==> src/rtl/wb_pkg.sv <==
// Shared types for the Wishbone classic-cycle master bridge.
package wb_pkg;

    typedef enum logic [1:0] {
        IDLE = 2'd0,
        BUS  = 2'd1,
        RESP = 2'd2
    } wb_state_e;

    localparam int WB_DATA_W = 32;
    localparam int WB_SEL_W  = WB_DATA_W / 8;

    typedef struct packed {
        logic [WB_DATA_W-1:0] rdata;
        logic                 err;
    } wb_rsp_t;

endpackage

==> src/rtl/wb_timeout_counter.sv <==
// Counts BUS cycles without ack/err; flags expiry on the cycle that would reach
// TIMEOUT_CYCLES. Only instantiated when WB_MASTER_TIMEOUT_EN is defined.
module wb_timeout_counter #(
    parameter int TIMEOUT_CYCLES = 255
) (
    input  logic clk_i,
    input  logic rst_ni,
    input  logic clr_i,
    input  logic inc_i,
    output logic expired_o
);

    localparam int             CNT_W = $clog2(TIMEOUT_CYCLES + 1);
    localparam logic [CNT_W-1:0] LAST = CNT_W'(TIMEOUT_CYCLES - 1);

    logic [CNT_W-1:0] cnt_q;

    always_ff @(posedge clk_i or negedge rst_ni) begin
        if (!rst_ni)     cnt_q <= '0;
        else if (clr_i)  cnt_q <= '0;
        else if (inc_i)  cnt_q <= cnt_q + 1'b1;
    end

    // Expire at the edge where the count would reach TIMEOUT_CYCLES, so the
    // strobe is high for exactly TIMEOUT_CYCLES cycles.
    assign expired_o = inc_i && (cnt_q == LAST);

endmodule

==> src/rtl/wb_master_bridge.sv <==
// Valid/ready request port to single Wishbone classic read/write cycles.
// Define WB_MASTER_TIMEOUT_EN to end hung cycles with an error response.
module wb_master_bridge
    import wb_pkg::*;
#(
    parameter int ADDR_W         = 32,
    parameter int DATA_W         = WB_DATA_W,
    parameter int TIMEOUT_CYCLES = 255
) (
    input  logic                clk_i,
    input  logic                rst_ni,
    input  logic                req_valid_i,
    output logic                req_ready_o,
    input  logic [ADDR_W-1:0]   req_addr_i,
    input  logic                req_we_i,
    input  logic [DATA_W/8-1:0] req_sel_i,
    input  logic [DATA_W-1:0]   req_wdata_i,
    output logic                rsp_valid_o,
    input  logic                rsp_ready_i,
    output logic [DATA_W-1:0]   rsp_rdata_o,
    output logic                rsp_err_o,
    output logic                cyc_o,
    output logic                stb_o,
    output logic [ADDR_W-1:0]   adr_o,
    output logic                we_o,
    output logic [DATA_W/8-1:0] sel_o,
    output logic [DATA_W-1:0]   dat_o,
    input  logic [DATA_W-1:0]   dat_i,
    input  logic                ack_i,
    input  logic                err_i
);

    if (TIMEOUT_CYCLES < 1) begin : g_bad_timeout
        $error("TIMEOUT_CYCLES must be >= 1");
    end

    wb_state_e state_q, state_d;
    logic      tmo;
    logic      bus_end, bus_err;

`ifdef WB_MASTER_TIMEOUT_EN
    wb_timeout_counter #(.TIMEOUT_CYCLES(TIMEOUT_CYCLES)) u_tmo (
        .clk_i     (clk_i),
        .rst_ni    (rst_ni),
        .clr_i     (state_q != BUS),
        .inc_i     (state_q == BUS && !ack_i && !err_i),
        .expired_o (tmo)
    );
`else
    assign tmo = 1'b0;
`endif

    assign bus_end     = ack_i | err_i | tmo;
    assign bus_err     = err_i | tmo;
    assign req_ready_o = (state_q == IDLE);
    assign stb_o       = cyc_o;

    always_ff @(posedge clk_i or negedge rst_ni) begin
        if (!rst_ni) state_q <= IDLE;
        else         state_q <= state_d;
    end

    always_comb begin
        state_d = state_q;
        case (state_q)
            IDLE:    if (req_valid_i) state_d = BUS;
            BUS:     if (bus_end)     state_d = RESP;
            RESP:    if (rsp_ready_i) state_d = IDLE;
            default: state_d = IDLE;
        endcase
    end

    always_ff @(posedge clk_i or negedge rst_ni) begin
        if (!rst_ni) begin
            cyc_o       <= 1'b0;
            adr_o       <= '0;
            we_o        <= 1'b0;
            sel_o       <= '0;
            dat_o       <= '0;
            rsp_valid_o <= 1'b0;
            rsp_err_o   <= 1'b0;
            rsp_rdata_o <= '0;
        end else begin
            case (state_q)
                IDLE: if (req_valid_i) begin
                    cyc_o <= 1'b1;
                    adr_o <= req_addr_i;
                    we_o  <= req_we_i;
                    sel_o <= req_sel_i;
                    dat_o <= req_wdata_i;
                end
                // err (or timeout) takes priority over a simultaneous ack
                BUS: if (bus_end) begin
                    cyc_o       <= 1'b0;
                    rsp_valid_o <= 1'b1;
                    rsp_err_o   <= bus_err;
                    rsp_rdata_o <= (bus_err || we_o) ? '0 : dat_i;
                end
                RESP: if (rsp_ready_i) rsp_valid_o <= 1'b0;
                default: ;
            endcase
        end
    end

endmodule

==> config.mk <==
export PLATFORM = sky130hd
export DESIGN_NAME = wb_master_bridge
export DESIGN_NICKNAME = d
export VERILOG_FILES = /design/src/rtl/wb_pkg.sv /design/src/rtl/wb_timeout_counter.sv /design/src/rtl/wb_master_bridge.sv
export SDC_FILE = /design/constraint.sdc
export NUM_CORES = 1
export LEC_CHECK = 0
export CAP_MARGIN = 20
export CORE_MARGIN = 2
export CORE_UTILIZATION = 30
export CTS_CLUSTER_DIAMETER = 60
export DETAILED_ROUTE_END_ITERATION = 8
export MAX_ROUTING_LAYER = met4
export PLACE_DENSITY = 0.72
export SYNTH_ARGS = -nofsm -noshare
export SYNTH_HDL_FRONTEND = slang
export SYNTH_SLANG_ARGS = --single-unit
==> constraint.sdc <==
create_clock -name clk_i -period 2.55 [get_ports clk_i]
set_input_delay 0.51 -clock clk_i [delete_from_list [all_inputs] [get_ports clk_i]]
set_output_delay 0.51 -clock clk_i [all_outputs]
set_load 0.02 [all_outputs]
Word-level counts from Yosys, hierarchy flattened
Cells that the tools add are included.
- word-level logic and storage cells: 35
- bits in registers: 106
- reductions and logical operators: 9
- mux-type cells: 11
- equal/unequal tests: 5
- bitwise gates (word level): 1
- operators with widths (operator ; count):
    $mux W32 ; 1
    $reduce_and A3 Y1 ; 3
    $mux W2 ; 3
    $ne A2 B2 Y1 const B ; 3
    $pmux W2 S3 ; 1
    $mux W1 ; 4
    $pmux W1 S2 ; 2
    $reduce_and A2 Y1 ; 2
    $reduce_bool A2 Y1 ; 2
    $eq A2 B1 Y1 const B ; 1
    $eq A2 B2 Y1 const B ; 1
    $logic_not A2 Y1 ; 1
    $logic_or A1 B1 Y1 ; 1
    $or A1 B1 Y1 ; 1

Longest topological paths before layout
Gate-level depths: netlist of the first run.
- depth after elaboration: 3
- gate-level depth with buffers: 5

Worst setup path before layout of the first run
No wires, ideal clock.
- path type: reg2reg
- start point: register state_q[0]
- end point: register adr_o[0]
- stages on the path, launching flop included: 6
- library setup time: 0.125 ns
- path buffers: 2
- arrival time: 1.411 ns
- path slack: 1.014 ns
- cell sequence: dfrtp_1 > nor2_2 > and2_4 > buf_12 > buf_12 > mux2_4
- word-level cells in the longest chain between the ends: 2
- ends and longest elaborated chain (item ; RTL line ; RTL):
    from (decl) ; wb_master_bridge.sv:37 ; wb_state_e state_q, state_d;
    from (signal assigned) ; wb_master_bridge.sv:60 ; else state_q <= state_d;
    $logic_not A2 Y1 ; - ;
    named net req_ready_o ; wb_master_bridge.sv:13 ; output logic req_ready_o,
    $reduce_and A2 Y1 (no source line) ; - ;
    to (signal assigned) ; wb_master_bridge.sv:87 ; adr_o <= req_addr_i;
    to (decl) ; wb_master_bridge.sv:24 ; output logic [ADDR_W-1:0] adr_o,
The timed path passes the listed nets, and every way through them passes these cells.
A chain may end at the register's enable or synchronous reset.

Final worst setup path of the first run
- start point: register state_q[0]
- end point: output req_ready_o
- word-level cells in the longest chain between the ends: 1
- ends and longest elaborated chain (item ; RTL line ; RTL):
    $logic_not A2 Y1 ; wb_master_bridge.sv:55 ; assign req_ready_o = (state_q == IDLE);
    to (decl) ; wb_master_bridge.sv:13 ;
Every way passes these cells.

==> summary.txt, run 1 <==
Status
  • Status: finished, final reports clean

Detailed routing
  • Drt via density: 4.23
  • # DRC: 0
  • Routed vias: 3001
  • Initial DRC count: 66
  • Final ANT Viol Nets: 0
  • Post-DR wirelength/cell: 15.3 um
  • Routed WL: 10900 um
  • Pre-Repair DR Iteration Count: 4

Layout
  • Fin nets: 625
  • Fillcell total: 1365
  • Area Growth Syn to Fin: 53.8%
  • FF/Latch Area: 2650 um^2
  • Ant. Diodes: 0
  • Multi-input logic area: 1580 um^2
  • Layout cells sized above 1: 18.6%

Clock tree
  • Largest buffer count on any clock path: 2
  • Worst-path clk slew: 0.07 ns
  • Post-CTS Hold Fix Bufs: 0
  • Post-CTS Resized: 0
  • Worst skew pair latency: 0.34 ns
  • Post-CTS setup buffer count: 0
  • Root Driver: clkbuf_16
  • H-tree depth: 3
  • CTS tree: built
  • Total CTS buffers: 9
  • Clock Sinks: 106

Critical path
  • R2r setup slk: 0.87 ns
  • Worst path required time: 2.04 ns
  • Crit path max fanout: 4
  • Startpoint types: register
  • RR Startpoint: state_q[0]$_DFFE_PN0P_
  • Kind of critical path: reg -> out
  • Critical Path End Type: output pin
  • Worst EP arrival: 1.53 ns
  • Reg2reg end: dat_o[23]$_DFFE_PN0P_
  • Worst Setup SP: state_q[0]$_DFFE_PN0P_
  • R2r worst-path depth: 4

Synth
  • Yosys cell types: 18
  • Mapped cell area: 4610 um^2
  • Post-synth EDFFs: 0
  • Synth Net Count: 411
  • Ys async rst share: 100%
  • Yosys warnings: 0
  • Primary FF master, synth: dfrtp_1
  • Post-synthesis register bit count: 106
  • Post-Syn Instances: 304
  • Syn Area/Cell: 15.2 um^2
  • Sequential area share after synthesis: 57.6%

Power
  • Reg power frac: 33.1%
  • Clock power frac: 14.0%
  • Max IR drop VDD: 0.000550 V
  • Combinational power share: 52.9%
  • Internal Power: 5.84 mW
  • PwrDens: 1270 nW/um^2
  • Net Switching: 3.18 mW
  • Sw Ratio: 35.2%
  • Static leakage power: 3.07 nW

Global route
  • Vias in the first global route: 3368
  • M3 GR Usage: 2.13%
  • Global Route met1 Usage: 16.4%
  • Most used routing layer: met2
  • First-pass GRT wire length: 17000 um
  • Overall Global Routing Usage: 13.8%
  • Grt total ovfl: 0
  • M2 GR Usage: 22.8%
  • Antenna violations before repair: 0
  • Largest net degree at the start of global routing: 52

STA
  • Hold slack final: 0.156 ns
  • RSZ-0062 raised after global routing: false
  • Final Max Slew Viols: 0
  • Final setup vio count: 0
  • Setup TNS Final: 0 ns
  • Worst slew pin tran: 0.557 ns
  • Period utilisation layout: 80.0%
  • Rel. slew slack: 62.9%
  • Fmax: 490 MHz
  • Fin. Hold Viols: 0
  • Clk_skew: 0.00588 ns
  • Min Clock Period, post-route: 2.04 ns

Placed design
  • Dpl hpwl: 8210 um
  • GP Congestion: 0.766
  • Port Buffers: 212

Floorplan
  • Die Y: 128 um
  • Core Area: 15100 um^2
  • Chip width: 128 um
  • # rows: 45
  • Starting Density: 30.5%
  • DIE AREA: 16400 um^2
  • Top Ports: 213

Hold path
  • Hold Path Class: in -> async

Job
  • Max_cap viols: 0
-- critical path, cell delays in order (launching register included) --
cell and delay, ns:
dfrtp_1 0.42, nor2_2 0.14, clkdlybuf4s50_1 0.64
-- metrics by stage --
stage	power, mW	utilization (%)	setup slack, ns	std cells	cell area, um^2
6_report	9.02	47.0	0.511	710	7090
5_1_grt	9.51	47.0	0.427	710	7090
4_1_cts	9.16	47.0	0.468	710	7090
3_5_place_dp	7.83	45.2	0.414	695	6820
3_3_place_gp	7.72	45.2	0.437	695	6820
2_1_floorplan	5.81	-	1.01	304	4610
-- layout by cell type, fill, tap and decap left out --
master             n
nor2b_4            1
buf_4              4
clkbuf_16          9
a21o_1             1
nor2_1             2
nor2_2             2
clkinv_4           1
and2_4             1
nand2_1           34
clkdlybuf4s50_1  211
clkinvlp_4         1
clkinv_2           3
o21ai_0            3
mux2i_1           33
clkbuf_8           1
mux2_4            69
buf_12             4
or2b_2             1
and2b_1            1
inv_1             33
a22o_1             1
dfrtp_1          106
-- power groups by stage --
stage | logic, mW | clock network, mW | registers, mW
6_report | 4.77 | 1.26 | 2.99
3_3_place_gp | 4.73 | 0 | 2.99
3_5_place_dp | 4.83 | 0 | 2.99
5_1_grt | 5.03 | 1.39 | 3.09
4_1_cts | 4.84 | 1.32 | 3.00
2_1_floorplan | 1.89 | 0 | 3.92
-- final cells by class --
| cell class | count | area share (%) |
|---|---|---|
| flip-flops and latches | 106 | 37.4 |
| repair buffers | 219 | 31.4 |
| multi-input cells | 149 | 22.3 |
| clock buffers | 10 | 3.37 |
| well taps | 188 | 3.32 |
| inverters | 33 | 1.75 |
| clock inverters | 5 | 0.441 |
-- cell usage after synthesis, types with 3 or more instances --
master	number	share of area, %
dfrtp_1	106	58
mux2_4	69	22
nand2_1	34	2.8
inv_1	33	2.7
mux2i_1	33	7.2
buf_12	11	4.8
clkbuf_1	3	0.24
nor2_1	3	0.24
o21ai_0	3	0.33
-- kinds of logic (layout without fill, tap and decap cells) --
family / Yosys count / in the layout / synth area share [%]
AOI/OAI and AO/OA: 5 / 5 / 0.679
buffers and inverters: 49 / 267 / 8.12
muxes: 102 / 102 / 29.6
and+or+nand+nor: 42 / 42 / 3.99
DFF: 106 / 106 / 57.6
-- flip-flops by register name, summed over array words and instances, names as in the netlist --
register	cells
adr_o	32
cyc_o	1
dat_o	32
rsp_err_o	1
rsp_rdata_o	32
rsp_valid_o	1
sel_o	4
state_q	2
we_o	1
-- per-layer routing --
metal  part of all wire [%]  up-vias
met5                      0        -
li1                       -     1413
met1                     42     1457
met4                    2.9        0
met2                     51      108
met3                    4.2       23
-- how the worst max path moves through the flow --
stage                                  to  cells after the start
floorplan            adr_o[0]$_DFFE_PN0P_                      5
global placement    adr_o[16]$_DFFE_PN0P_                      4
detailed placement  adr_o[19]$_DFFE_PN0P_                      4
CTS                           req_ready_o                      2
global route                  req_ready_o                      2
finish                        req_ready_o                      2
Power figures use the tool's default switching activity.
==> run 2, diff against run 1 <==
==> constraint.sdc (replaced) <==
create_clock -name clk_i -period 2 [get_ports clk_i]
set_input_delay 0.4 -clock clk_i [delete_from_list [all_inputs] [get_ports clk_i]]
set_output_delay 0.4 -clock clk_i [all_outputs]
set_load 0.02 [all_outputs]
==> run 2 against run 1 <==
Clock skew up 0.0062 ns. Clock-buffer cell count unchanged. Largest power group unchanged. Sequential share of layout area down 0.35 points. Sequential cell count unchanged. Worst hold slack better by 0.33 ns. Largest cell class unchanged. Design area up 0.95%. Global-route usage about the same. Power up 29%. Highest routed layer unchanged. Via count up 1.0%. Final cell count up 0.28%. Critical path depth down 1.
==> summary.txt, run 2 (synthesis results as in run 1) <==
Status
  • Status: finished, final reports clean

Critical path
  • Worst Path Buf+Inv: 1
  • RR Startpoint: state_q[0]$_DFFE_PN0P_
  • Worst EP arrival: 1.38 ns
  • Worst Setup SP: we_o$_DFFE_PN0P_
  • Slowest cell on the critical path: clkdlybuf4s50_1
  • CP delay by family, top: buffers and inverters
  • Cell Chain, Critical Path: clkdlybuf4s50_1
  • Crit path largest cell delay: 0.64 ns
  • Startpoint types: register
  • Crit path max fanout: 3
  • Worst path required time: 1.60 ns
  • Kind of critical path: reg -> out
  • Critical Path End Type: output pin

STA
  • Worst slew pin tran: 0.436 ns
  • RSZ-0062 raised after global routing: false
  • Fin. Hold Viols: 0
  • Min Clock Period, post-route: 1.78 ns
  • Rel. slew slack: 70.9%
  • Hold slack final: 0.485 ns
  • Clk_skew: 0.0121 ns
  • Final setup vio count: 0
  • Fmax: 562 MHz
  • Final Max Slew Viols: 0
  • Period utilisation layout: 89.0%
  • Setup TNS Final: 0 ns

Layout
  • Fin nets: 626
  • Ant. Diodes: 0
  • Largest registers: adr_o (32), dat_o (32), rsp_rdata_o (32)
  • Layout cells sized above 1: 18.7%
  • Most frequent cells in the layout: clkdlybuf4s50_1 (210), dfrtp_1 (106), mux2_4 (69)
  • Commonest non-fill, non-tap cell in the layout: clkdlybuf4s50_1
  • Area Growth Syn to Fin: 55.3%

Floorplan
  • # rows: 45
  • Chip width: 128 um
  • Starting Density: 30.5%
  • Core Area: 15100 um^2
  • DIE AREA: 16400 um^2
  • Top Ports: 213
  • Die Y: 128 um

Job
  • Max_cap viols: 0

Detailed routing
  • Routed vias: 3031
  • Pre-Repair DR Iteration Count: 4
  • Drt via density: 4.26
  • # DRC: 0
  • Final ANT Viol Nets: 0
  • Post-DR wirelength/cell: 15.3 um
  • Initial DRC count: 70
  • Routed WL: 10900 um

Clock tree
  • Total CTS buffers: 9
  • CTS tree: built
  • Worst-path clk slew: 0.07 ns
  • Largest buffer count on any clock path: 2
  • Clock Sinks: 106
  • Worst skew pair latency: 0.35 ns
  • H-tree depth: 3
  • Root Driver: clkbuf_16

Hold path
  • Hold Path Class: reg -> reg
  • HP Start: state_q[1]$_DFFE_PN0P_

Global route
  • Vias in the first global route: 3358
  • Overall Global Routing Usage: 13.7%
  • Largest net degree at the start of global routing: 40
  • First-pass GRT wire length: 17000 um
  • Antenna violations before repair: 0
  • Grt total ovfl: 0

Power
  • PwrDens: 1620 nW/um^2
  • Max IR drop VDD: 0.000713 V
  • Static leakage power: 3.09 nW

Placed design
  • GP Congestion: 0.742
  • Dpl hpwl: 8190 um
  • Port Buffers: 212
## run 2: changes by cell type in the layout (fill, tap and decap cells not counted)
cell | before | now
buf_12 | 4 | 7
clkdlybuf4s50_1 | 211 | 210
dlymetal6s2s_1 | 0 | 1
buf_4 | 4 | 1
dlygate4sd3_1 | 0 | 1
clkinv_2 | 3 | 0
clkinvlp_4 | 1 | 3
inv_6 | 0 | 2
## run 2: where the power goes
| part | internal (mW) | leakage [nW] | switching, mW |
|---|---|---|---|
| clock | 0.890 | 0.132 | 0.815 |
| sequential | 3.17 | 1.29 | 0.619 |
| combinational | 3.44 | 1.67 | 2.68 |
## run 2: repair_timing
| action | 4_1_cts | 5_1_grt |
|---|---|---|
| setup endpoints to repair | 0 | 1 |
| hold buffers | 1 | 0 |
| gates resized for setup | 0 | 1 |
| endpoints found under the hold margin | 15 | 0 |
| buffers inserted | 0 | 0 |
## run 2: area by class of cell
cell class | count | area [um^2]
fillers | 1323 | 7930
flip-flops and latches | 106 | 2650
repair buffers | 220 | 2270
multi-input cells | 149 | 1580
clock buffers | 10 | 239
well taps | 188 | 235
inverters | 33 | 124
clock inverters | 6 | 48.8
## run 2: routing by layer
metal	routed length, um	share of wire, %	track usage, %
met3	517	4.7	2.21
met4	339	3.1	6.66
met5	0	0	-
met1	4480	41	16.0
met2	5570	51	23.1
## run 2: worst paths after layout
kind                                              end  slack (ns)  depth (start not counted)
hold / removal                 state_q[0]$_DFFE_PN0P_        0.49                          1
hold reg to reg                state_q[0]$_DFFE_PN0P_        0.49                          1
max in group asynchronous  rsp_rdata_o[1]$_DFFE_PN0P_        0.88                          3
min in group asynchronous       adr_o[19]$_DFFE_PN0P_        0.54                          2
setup / recovery                                 we_o        0.22                          1
setup reg to reg                 dat_o[9]$_DFFE_PN0P_        0.57                          4
## run 2: metrics by stage
step                cells  instance area, um^2  setup WS, ns  util, %  total power, mW
finish                712                 7160         0.220     47.4             11.6
global placement      695                 6860         0.219     45.4             9.89
floorplan             304                 4610         0.464        -             7.41
CTS                   712                 7150        0.0327     47.4             11.8
detailed placement    695                 6860         0.209     45.4             10.0
global route          712                 7160         0.177     47.4             12.2
